<file path="src/rtl/softplus_bwd.sv">
// Backward pass of SoftPlus: dL/dx = dL/dy * sigmoid(x) in Q8.8, with a piecewise-linear
// sigmoid and one 16x16 multiplier shared between the sigmoid and gradient passes.
module softplus_bwd (
  input  logic        clk,
  input  logic        rst,
  input  logic        in_valid,
  output logic        in_ready,
  input  logic [15:0] in_x,
  input  logic [15:0] in_grad,
  output logic        out_valid,
  input  logic        out_ready,
  output logic [15:0] out_data,
  output logic [15:0] out_sig
);

  localparam logic [1:0] ST_IDLE = 2'd0;
  localparam logic [1:0] ST_SIG  = 2'd1;
  localparam logic [1:0] ST_MUL  = 2'd2;
  localparam logic [1:0] ST_DONE = 2'd3;

  logic [1:0]         state_q, state_d;
  logic signed [15:0] x_q, x_d;
  logic signed [15:0] grad_q, grad_d;
  logic signed [15:0] sig_q, sig_d;
  logic signed [15:0] data_q, data_d;

  logic signed [15:0] abs_x;
  logic signed [15:0] seg_s, seg_c;
  logic               seg_sat;
  logic signed [15:0] mul_a, mul_b;
  logic signed [31:0] prod;
  logic signed [15:0] y_abs;

  // |x| with the single unrepresentable magnitude clamped to the largest positive value.
  function automatic logic signed [15:0] abs_sat(input logic signed [15:0] v);
    if (v == 16'sh8000)
      return 16'sh7FFF;
    else if (v[15])
      return -v;
    else
      return v;
  endfunction

  // Q16.16 product back to Q8.8, rounding half toward +inf; the range of sig keeps it in 16 bits.
  function automatic logic signed [15:0] round_q88(input logic signed [31:0] p);
    logic signed [31:0] r;
    r = (p + 32'sd128) >>> 8;
    return r[15:0];
  endfunction

  assign abs_x = abs_sat(x_q);

  always_comb begin
    seg_s   = 16'sd64;
    seg_c   = 16'sd128;
    seg_sat = 1'b0;
    if (abs_x >= 16'sd1280) begin
      seg_sat = 1'b1;
    end else if (abs_x >= 16'sd608) begin
      seg_s = 16'sd8;
      seg_c = 16'sd216;
    end else if (abs_x >= 16'sd256) begin
      seg_s = 16'sd32;
      seg_c = 16'sd160;
    end
  end

  // Shared multiplier: slope*|x| while in SIG, sig*grad otherwise.
  always_comb begin
    if (state_q == ST_SIG) begin
      mul_a = seg_s;
      mul_b = abs_x;
    end else begin
      mul_a = sig_q;
      mul_b = grad_q;
    end
  end

  assign prod  = mul_a * mul_b;
  assign y_abs = seg_sat ? 16'sd256 : ($signed(prod[23:8]) + seg_c);

  always_comb begin
    state_d = state_q;
    x_d     = x_q;
    grad_d  = grad_q;
    sig_d   = sig_q;
    data_d  = data_q;
    case (state_q)
      ST_IDLE: begin
        if (in_valid) begin
          x_d     = in_x;
          grad_d  = in_grad;
          state_d = ST_SIG;
        end
      end
      ST_SIG: begin
        sig_d   = x_q[15] ? (16'sd256 - y_abs) : y_abs;
        state_d = ST_MUL;
      end
      ST_MUL: begin
        data_d  = round_q88(prod);
        state_d = ST_DONE;
      end
      default: begin
        if (out_ready)
          state_d = ST_IDLE;
      end
    endcase
  end

  always_ff @(posedge clk) begin
    if (rst) begin
      state_q <= ST_IDLE;
      sig_q   <= '0;
      data_q  <= '0;
    end else begin
      state_q <= state_d;
      sig_q   <= sig_d;
      data_q  <= data_d;
    end
  end

  // Operand latches need no reset: they are always written before being read.
  always_ff @(posedge clk) begin
    x_q    <= x_d;
    grad_q <= grad_d;
  end

  assign in_ready  = (state_q == ST_IDLE);
  assign out_valid = (state_q == ST_DONE);
  assign out_data  = data_q;
  assign out_sig   = sig_q;

endmodule

</file>
<file path="config.mk">
export PLATFORM = sky130hd
export DESIGN_NAME = softplus_bwd
export DESIGN_NICKNAME = d
export VERILOG_FILES = /design/src/rtl/softplus_bwd.sv
export SDC_FILE = /design/constraint.sdc
export NUM_CORES = 1
export LEC_CHECK = 0
export ABC_AREA = 1
export BUFFER_PORTS_ARGS = -buffer_cell sky130_fd_sc_hd__buf_2
export CORE_MARGIN = 2
export CORE_UTILIZATION = 48
export CTS_CLUSTER_SIZE = 20
export DETAILED_ROUTE_END_ITERATION = 6
export PLACE_DENSITY_LB_ADDON = 0.1
export SLEW_MARGIN = 25
export SYNTH_ARGS = -nofsm -noshare
export SYNTH_HDL_FRONTEND = slang
export SYNTH_SLANG_ARGS = --single-unit
export TNS_END_PERCENT = 1
</file>
<file path="constraint.sdc">
create_clock -name clk -period 10.45 [get_ports clk]
set_clock_uncertainty 0.05 [all_clocks]
set_input_delay 1.5675 -clock clk [delete_from_list [all_inputs] [get_ports clk]]
set_output_delay 1.5675 -clock clk [all_outputs]
set_load 0.01 [all_outputs]
</file>
* Word-level counts from Yosys, hierarchy flattened
Cells that the tools add are included.
Word-level totals: bits in registers 66, input port bits 36, logic and storage cells 38
Operators by class: add/sub/neg operators 4, multipliers 1, magnitude comparators 3, equal/unequal tests 5, multiplexer cells 16, reduce and logical (&&, ||, !) cells 4
Operator list (count):
- 16-bit 2-to-1 mux | 6
- 7-bit 2-to-1 mux | 5
- 24-bit by 9-bit adder with 24-bit output (second input constant) | 1
- 16-bit by 16-bit multiplier with 24-bit output | 1
- 16-bit adder | 1
- 16-bit equality test (second input constant) | 1
- 16-bit by 10-bit >= comparator with 1-bit output (second input constant) | 1
- 16-bit by 11-bit >= comparator with 1-bit output (second input constant) | 1
- 16-bit by 12-bit >= comparator with 1-bit output (second input constant) | 1
- 16-bit negator | 1
- 10-bit by 16-bit subtractor with 16-bit output (first input constant) | 1
- 6-bit 2-to-1 mux | 1
- 2-bit case mux with 3 select lines | 1
- 2-bit equality test (second input constant) | 2
- 2-bit 2-to-1 mux | 2
- 2-bit AND reduction | 2
- 4-bit nonzero test | 1
- 2-bit by 1-bit equality test with 1-bit output (second input constant) | 1
- 2-bit logical NOT | 1
- 2-bit inequality test (second input constant) | 1
- 1-bit 2-to-1 mux | 1

* Logic depth before layout (Yosys ltp)
Gate-level depths: netlist of run 1.
depth in word-level cells 13, depth in mapped cells 53, mapped depth without buffers 52

* Least setup slack after synthesis of run 1
No wires, ideal clock.
kind flip-flop to flip-flop, from reg x_q[0], to reg sig_q[15], in the netlist out_sig[15], setup time 0.131 ns, arrival time 8.583 ns, required time 10.269 ns, path slack 1.686 ns, cell stages (with the launch flop) 48, clock period less this slack 8.764 ns, cell sequence edfxtp_1 inv_1 ha_1 nand3_1 nor2_2 nand4_4 buf_6 nand2_1 nand2_1 nand2_1 o22ai_1 nand3_1 nand2_1 and2_1 nand2_1 nand2_1 inv_1 nor2_1 [12 not listed] nor4_1 o21ai_1 nand2_1 xor2_1 inv_1 ha_1 inv_1 or2_2 nand2_1 inv_1 o41ai_2 nand3_1 nand2_1 nand2_2 o21ai_2 nand3_1 nand3_2 a21oi_2
Between the ends: cells in the longest elaborated chain, start to end 13, elaborated cells on any way between the ends 21, classes of those cells add/sub: 3; mul: 1; order compare: 3; eq/ne: 1; mux: 13
RTL lines:
- from (decl) | line 22 | logic signed [15:0] x_q, x_d;
- from (signal assigned) | line 125 | x_q <= x_d;
- 16-bit negator | line 39 | return -v;
- 16-bit 2-to-1 mux | line 38 | else if (v[15])
- 16-bit 2-to-1 mux (*) | line 36 | if (v == 16'sh8000)
- 16-bit by 10-bit >= comparator with 1-bit output | line 62 | end else if (abs_x >= 16'sd256) begin
- 7-bit 2-to-1 mux | line 62
- 7-bit 2-to-1 mux | line 59 | end else if (abs_x >= 16'sd608) begin
- 7-bit 2-to-1 mux | line 57 | if (abs_x >= 16'sd1280) begin
- 16-bit 2-to-1 mux | line 70 | if (state_q == ST_SIG) begin
- 16-bit by 16-bit multiplier with 24-bit output | line 79 | assign prod = mul_a * mul_b;
- 16-bit adder | line 80 | assign y_abs = seg_sat ? 16'sd256 : ($signed(prod[23:8]) + seg_c);
- 16-bit 2-to-1 mux (*) | line 80
- 10-bit by 16-bit subtractor with 16-bit output | line 97 | sig_d = x_q[15] ? (16'sd256 - y_abs) : y_abs;
- 16-bit 2-to-1 mux (*) | line 97
- to (signal assigned) | line 118 | sig_q <= sig_d;
- to (decl) | line 24 | logic signed [15:0] sig_q, sig_d;
Mark *: on every way between the ends. The rest lies on a longest branch, timed or not. A chain may end at the register's enable or synchronous reset.

* Worst setup path in the final report of run 1
Ends and elaborated chain as after synthesis.

==> impl_results.md, run 1 <==
- Crit path required time: 10.68 ns
- Syn_nets: 1849
- Yosys reg bits: 66
- Fmax: 103 MHz
- Sequential share of the synthesized area: 0.136
- Site row count: 57
- Share of cells above drive strength 1: 0.116
- CTS tree: built
- Number of synthesized flops with an enable pin: 32
- First-pass GRT wire length: ~57 mm
- Initial core utilization: 0.493
- Crit path DAT: 9.96 ns
- Reg clk slew, reported paths: roughly 0.070 ns
- Post-Syn Instances: roughly 1500
- Final Hold Fails: 0
- Initial antenna violation count: 0
- CTS Buf Count: 9
- WHS Path Cells: 2
- GPL Wtd Cong: 0.963
- CP most frequent cell: nand2_1
- Clock Path Buffers: 2
- Die ar.: ~26000 sq um
- 1st-pass router iterations: 5
- Reg2Reg Depth: 48
- CP Max Fanout: 14
- CTS Root Cell: clkbuf_16
- GR Overflow Total: 0
- IO Pins: 70
- Crit Reg-Reg Endpoint: out_sig[15]$_SDFFE_PP0P_
- Routed WL: around 36 mm
- R2R setup slack: 0.72 ns
- Max-cap viol count: 0
- Initial DRC count: 677
- DR DRC count: 0
- Port bufs: 69
- Post-layout min period: roughly 10 ns
- Core area: 24500 sq um
- Antenna Cells: 0
- Vias: 9974
- Crit path buf inv count: 10
- Vias per cell: 5.17
- Synthesized area per cell: about 7.8 sq um
- Routed len/inst: 18.4 microns
- Die Y: 162 microns
- Final count of negative-setup-slack endpoints: 0
- Crit-path max cell delay: 0.56 ns
- Fin nets: approximately 1900
- Async set-reset flop share out of synthesis: 0
- Tcrit/Tclk final: 0.931
- HP Class: flip-flop to flip-flop
- Critical path class: flip-flop to flip-flop
- Number of global-route vias before repair: just over 10000
- Status: complete, no violations
- Synth unique cells: 57
- Cell Area, Synth: 12000 sq um
- Pins Over Slew Limit: 0
- Worst-Skew Late Latency: 0.35 ns
- Worst Tran Pin Value: 0.764 ns
- RR Startpoint: x_q[0]$_DFFE_PP_
- CTS H-Tree Depth: 3
- Clock Sink Count: between 60 and 70
- Synthesis-to-finish area growth: 8.21%
- DIE WIDTH: ~160 microns
- CP top delay family: adder cells
- Worst hold start: out_sig[6]$_SDFFE_PP0P_
- Post-CTS Setup Inserts: 0
- Largest net degree at the start of global routing: 36
- Hold endpoint: out_sig[6]$_SDFFE_PP0P_
- Setup crit start kind: flip-flop
- Crit. End Element: flip-flop
- Synth Flop Type: dfxtp_1
- Post-DRT Antenna Nets: 0
- Slowest library cell on the worst path: fa_1
- Slew HR: 0.491
- Total track usage: 0.288
- Final TNS setup: 0 ns
- Dpl hpwl: between 20 and 30 mm
- Yosys warns: 0
- RSZ-0062 raised after global routing: false
-- worst max-delay path by stage --
stage | cells after the start | slack (ns) | from | end
after floorplan | 47 | 1.69 | x_q[0]$_DFFE_PP_ | out_sig[15]$_SDFFE_PP0P_
after global placement | 45 | 0.76 | x_q[0]$_DFFE_PP_ | out_sig[15]$_SDFFE_PP0P_
after detailed placement | 45 | 0.69 | x_q[0]$_DFFE_PP_ | out_sig[15]$_SDFFE_PP0P_
after CTS | 46 | 0.61 | x_q[0]$_DFFE_PP_ | out_sig[15]$_SDFFE_PP0P_
after global routing | 50 | 0.01 | x_q[0]$_DFFE_PP_ | out_sig[14]$_SDFFE_PP0P_
final | 48 | 0.72 | x_q[0]$_DFFE_PP_ | out_sig[15]$_SDFFE_PP0P_
-- worst register-to-register path: cells and delay by family (launching register included) --
family / cells / cell delay [ns]
buffers and inverters: 10 / 0.94
AO/OA/AOI/OAI: 5 / 0.75
XOR/XNOR: 1 / 0.18
adder cells (fa/ha/maj): 9 / 4.09
AND/OR/NAND/NOR: 23 / 3.29
flip-flops: 1 / 0.38
-- cell usage after synthesis, types with 5 or more instances --
cell type,n,share of area
a21oi_1,49,0.020
clkbuf_1,25,0.0078
edfxtp_1,32,0.080
o21ai_1,10,0.0042
xor2_1,25,0.018
nand2_1,298,0.093
nor2_1,165,0.051
o22ai_1,5,0.0026
nand3_2,18,0.015
xnor2_1,18,0.013
clkinv_1,6,0.0019
inv_1,376,0.12
nand4_1,13,0.0068
inv_2,5,0.0016
fa_1,187,0.31
nor3_1,6,0.0025
or2_2,5,0.0026
nor2_4,6,0.0056
dfxtp_1,34,0.056
o21ai_0,40,0.017
nor2_2,7,0.0036
nand2_2,16,0.0083
nand2_4,6,0.0056
nand3_1,50,0.021
ha_1,81,0.084
-- kinds of logic after synthesis --
group	synth area share
and+or+nand+nor	0.232
buffers and inverters	0.134
adders and majority gates	0.395
AOI/OAI and AO/OA	0.0639
DFF	0.136
xor gates and xnor gates	0.0389
-- final cells by class --
cell class	instances	area, sq um
fillers	2419	11400
well taps	324	405
clock inverters	7	76.3
repair buffers	80	428
flip-flops and latches	66	1640
clock buffers	9	225
inverters	389	1470
multi-input cells	1056	8790
-- metal layers --
| metal | share of wire | wire (microns) | GRT usage |
|---|---|---|---|
| met1 | 0.44 | 15800 | 0.408 |
| met2 | 0.45 | 16000 | 0.451 |
| met3 | 0.084 | 2980 | 0.0637 |
| met4 | 0.021 | 760 | 0.0700 |
| met5 | 0 | 0 | 0 |
-- sequential cells by signal (all words and copies together), names as in the netlist --
register	cells
out_data	16
grad_q	16
x_q	16
out_sig	16
state_q	2
-- per-stage QoR --
stage | cell area (sq um) | setup WS, ns | hold slack, ns | util | cells
after global placement | 12700 | 0.759 | 0.419 | 0.521 | 1915
after global routing | 13000 | 0.0142 | 0.464 | 0.533 | 1931
after CTS | 13000 | 0.606 | 0.442 | 0.533 | 1931
after detailed placement | 12700 | 0.690 | 0.426 | 0.521 | 1915
after floorplan | 12000 | 1.69 | 0.440 | - | 1545
final | 13000 | 0.717 | 0.441 | 0.533 | 1931
-- repair_timing --
| item | 4_1_cts | 5_1_grt |
|---|---|---|
| setup endpoints to repair | 0 | 6 |
| hold buffers | 0 | 0 |
| resized for setup | 0 | 3 |
-- cell usage in the layout (no fill, tap or decap), types with 7 or more instances in the layout --
cell | netlist | final
buf_4 | 0 | 11
nand4_1 | 13 | 13
nor2_1 | 165 | 164
inv_2 | 5 | 7
a21oi_1 | 49 | 49
o21ai_1 | 10 | 10
nand3_2 | 18 | 18
ha_1 | 81 | 81
nor2_2 | 7 | 8
dfxtp_1 | 34 | 34
nand2_2 | 16 | 16
o21ai_0 | 40 | 40
xnor2_1 | 18 | 18
buf_2 | 4 | 69
xor2_1 | 25 | 25
nand2_1 | 298 | 298
edfxtp_1 | 32 | 32
fa_1 | 187 | 187
nand3_1 | 50 | 50
inv_1 | 376 | 374
clkbuf_16 | 0 | 9
Power of run 1 is not shown: default switching activity piles up to over one toggle a cycle in this logic, so the estimate is an artifact.
==> run 2, diff against run 1 <==
==> constraint.sdc (replaced) <==
create_clock -name clk -period 10.45 [get_ports clk]
set_clock_uncertainty 0.05 [all_clocks]
set_input_delay 0 -clock clk [delete_from_list [all_inputs] [get_ports clk]]
set_output_delay 0 -clock clk [all_outputs]
set_load 0.01 [all_outputs]
==> impl_results.md, run 2 (synthesis gave the netlist of run 1 again) <==
- Status: complete, no violations
- Post-layout min period: 9.72 ns
- Critical path class: flip-flop to flip-flop
- Crit-path max cell delay: about 0.56 ns
- Number of global-route vias before repair: around 10000
- Fin nets: just under 2000
- CP top delay family: adder cells
- GR Overflow Total: 0
- Fill count: 2393
- First-pass GRT wire length: 57.9 mm
- Dpl hpwl: 29.6 mm
- Site row count: between 50 and 60
- DIE WIDTH: 162 microns
- Final TNS setup: 0 ns
- 1st-pass router iterations: 5
- Synthesis-to-finish area growth: 11.0%
- CP Max Fanout: 14
- Crit Reg-Reg Endpoint: out_sig[15]$_SDFFE_PP0P_
- Vias: 10100
- Crit path required time: 10.68 ns
- RSZ-0062 raised after global routing: false
- Final count of negative-setup-slack endpoints: 0
- WHS Path Cells: 2
- Vias per cell: around 5.2
- Fmax: 103 MHz
- Routed WL: about 36 mm
- RR Startpoint: x_q[0]$_DFFE_PP_
- GPL Wtd Cong: between 0.9 and 1
- Launch point of the worst path: x_q[0]$_DFFE_PP_
- CTS H-Tree Depth: 3
- Final setup margin: between 0.7 and 0.8 ns
- Commonest non-fill, non-tap cell in the layout: inv_1
- Port bufs: 69
- IO Pins: 70
- Crit path buf inv count: 10
- Hold endpoint: out_sig[1]$_SDFFE_PP0P_
- Clock Path Buffers: 2
- Worst slack, placed: 0.690 ns
- Largest net degree at the start of global routing: 36
- Most frequent cells in the layout: inv_1, nand2_1, fa_1, nor2_1, ha_1
- Initial core utilization: 0.493
- Initial antenna violation count: 0
- CTS Root Cell: clkbuf_16
- Slew HR: 0.497
- Die Y: 162 microns
- Post-DRT Antenna Nets: 0
- Routed len/inst: approximately 18 microns
- DR DRC count: 0
- Worst Tran Pin Value: 0.754 ns
- CTS tree: built
- Core area: between 20000 and 25000 sq um
- Max-cap viol count: 0
- HP Class: input port to flip-flop
- R2R setup slack: 0.73 ns
- Worst-Skew Late Latency: 0.35 ns
- CTS Buf Count: 9
- Final core utilization: 0.546
- Reg clk slew, reported paths: 0.07 ns
- Total track usage: 0.291
- Tcrit/Tclk final: 0.930
- Worst hold start: rst
- Crit. End Element: flip-flop
- Initial DRC count: 706
- Antenna Cells: 0
- Setup crit start kind: flip-flop
- Pins Over Slew Limit: 0
- Crit path DAT: 9.95 ns
- Clock Sink Count: 66
- CP most frequent cell: nand2_1
- Final Hold Fails: 0
- Share of cells above drive strength 1: 0.113
- Slowest library cell on the worst path: fa_1
- Reg2Reg Depth: between 40 and 50
- Post-CTS Setup Inserts: 0
- Die ar.: 26400 sq um
-- run 2: cell count changes in the layout (fill, tap and decap cells not counted), sizes merged --
cell and delta:
dlygate4sd3 +33
-- run 2: how the worst max path moves through the flow --
stage / end / slack, ns / depth (start not counted)
after global placement: out_sig[15]$_SDFFE_PP0P_ / 0.76 / 45
after floorplan: out_sig[15]$_SDFFE_PP0P_ / 1.69 / 47
after global routing: out_sig[14]$_SDFFE_PP0P_ / 0.02 / 50
after CTS: out_sig[15]$_SDFFE_PP0P_ / 0.61 / 46
final: out_sig[15]$_SDFFE_PP0P_ / 0.73 / 48
after detailed placement: out_sig[15]$_SDFFE_PP0P_ / 0.69 / 45
-- run 2: metal layers --
layer / GRT usage / up-vias / part of all wire / wire length [microns]
li1: - / 4799 / - / -
met3: 0.0632 / 42 / 0.085 / 3060
met1: 0.410 / 4897 / 0.44 / 15900
met2: 0.460 / 378 / 0.45 / 16300
met5: 0 / - / 0 / 0
met4: 0.0700 / 0 / 0.019 / 682
-- run 2: per-stage QoR --
step,std cells,hold WS [ns],cell area (sq um)
2_1_floorplan,1545,0.0489,12000
3_3_place_gp,1915,0.126,12700
3_5_place_dp,1915,0.129,12700
4_1_cts,1964,0.131,13400
5_1_grt,1964,0.152,13400
6_report,1964,0.131,13400
-- run 2: worst register-to-register path: cells and delay by family (launching register included) --
family                     cells  cell delay [ns]
adders and majority gates      9             4.09
and+or+nand+nor               23             3.28
buffers and inverters         10             0.94
AOI/OAI and AO/OA              5             0.74
DFF                            1             0.38
xor gates and xnor gates       1             0.18
-- run 2: final cells by class --
cell class                 instances  area (sq um)  area share
inverter                         389          1470       0.110
clock buffer                       9           225      0.0168
timing repair buffer             113           758      0.0567
clock inverter                     7          76.3     0.00571
tap                              324           405      0.0303
sequential                        66          1640       0.123
multi-input combinational       1056          8790       0.658
-- run 2: repair_timing --
action,4_1_cts,5_1_grt
resized for setup,0,3
hold buffers,33,0
setup endpoints to repair,0,6
hold endpoints to repair,33,0
Power of run 2 is left out for the same reason.
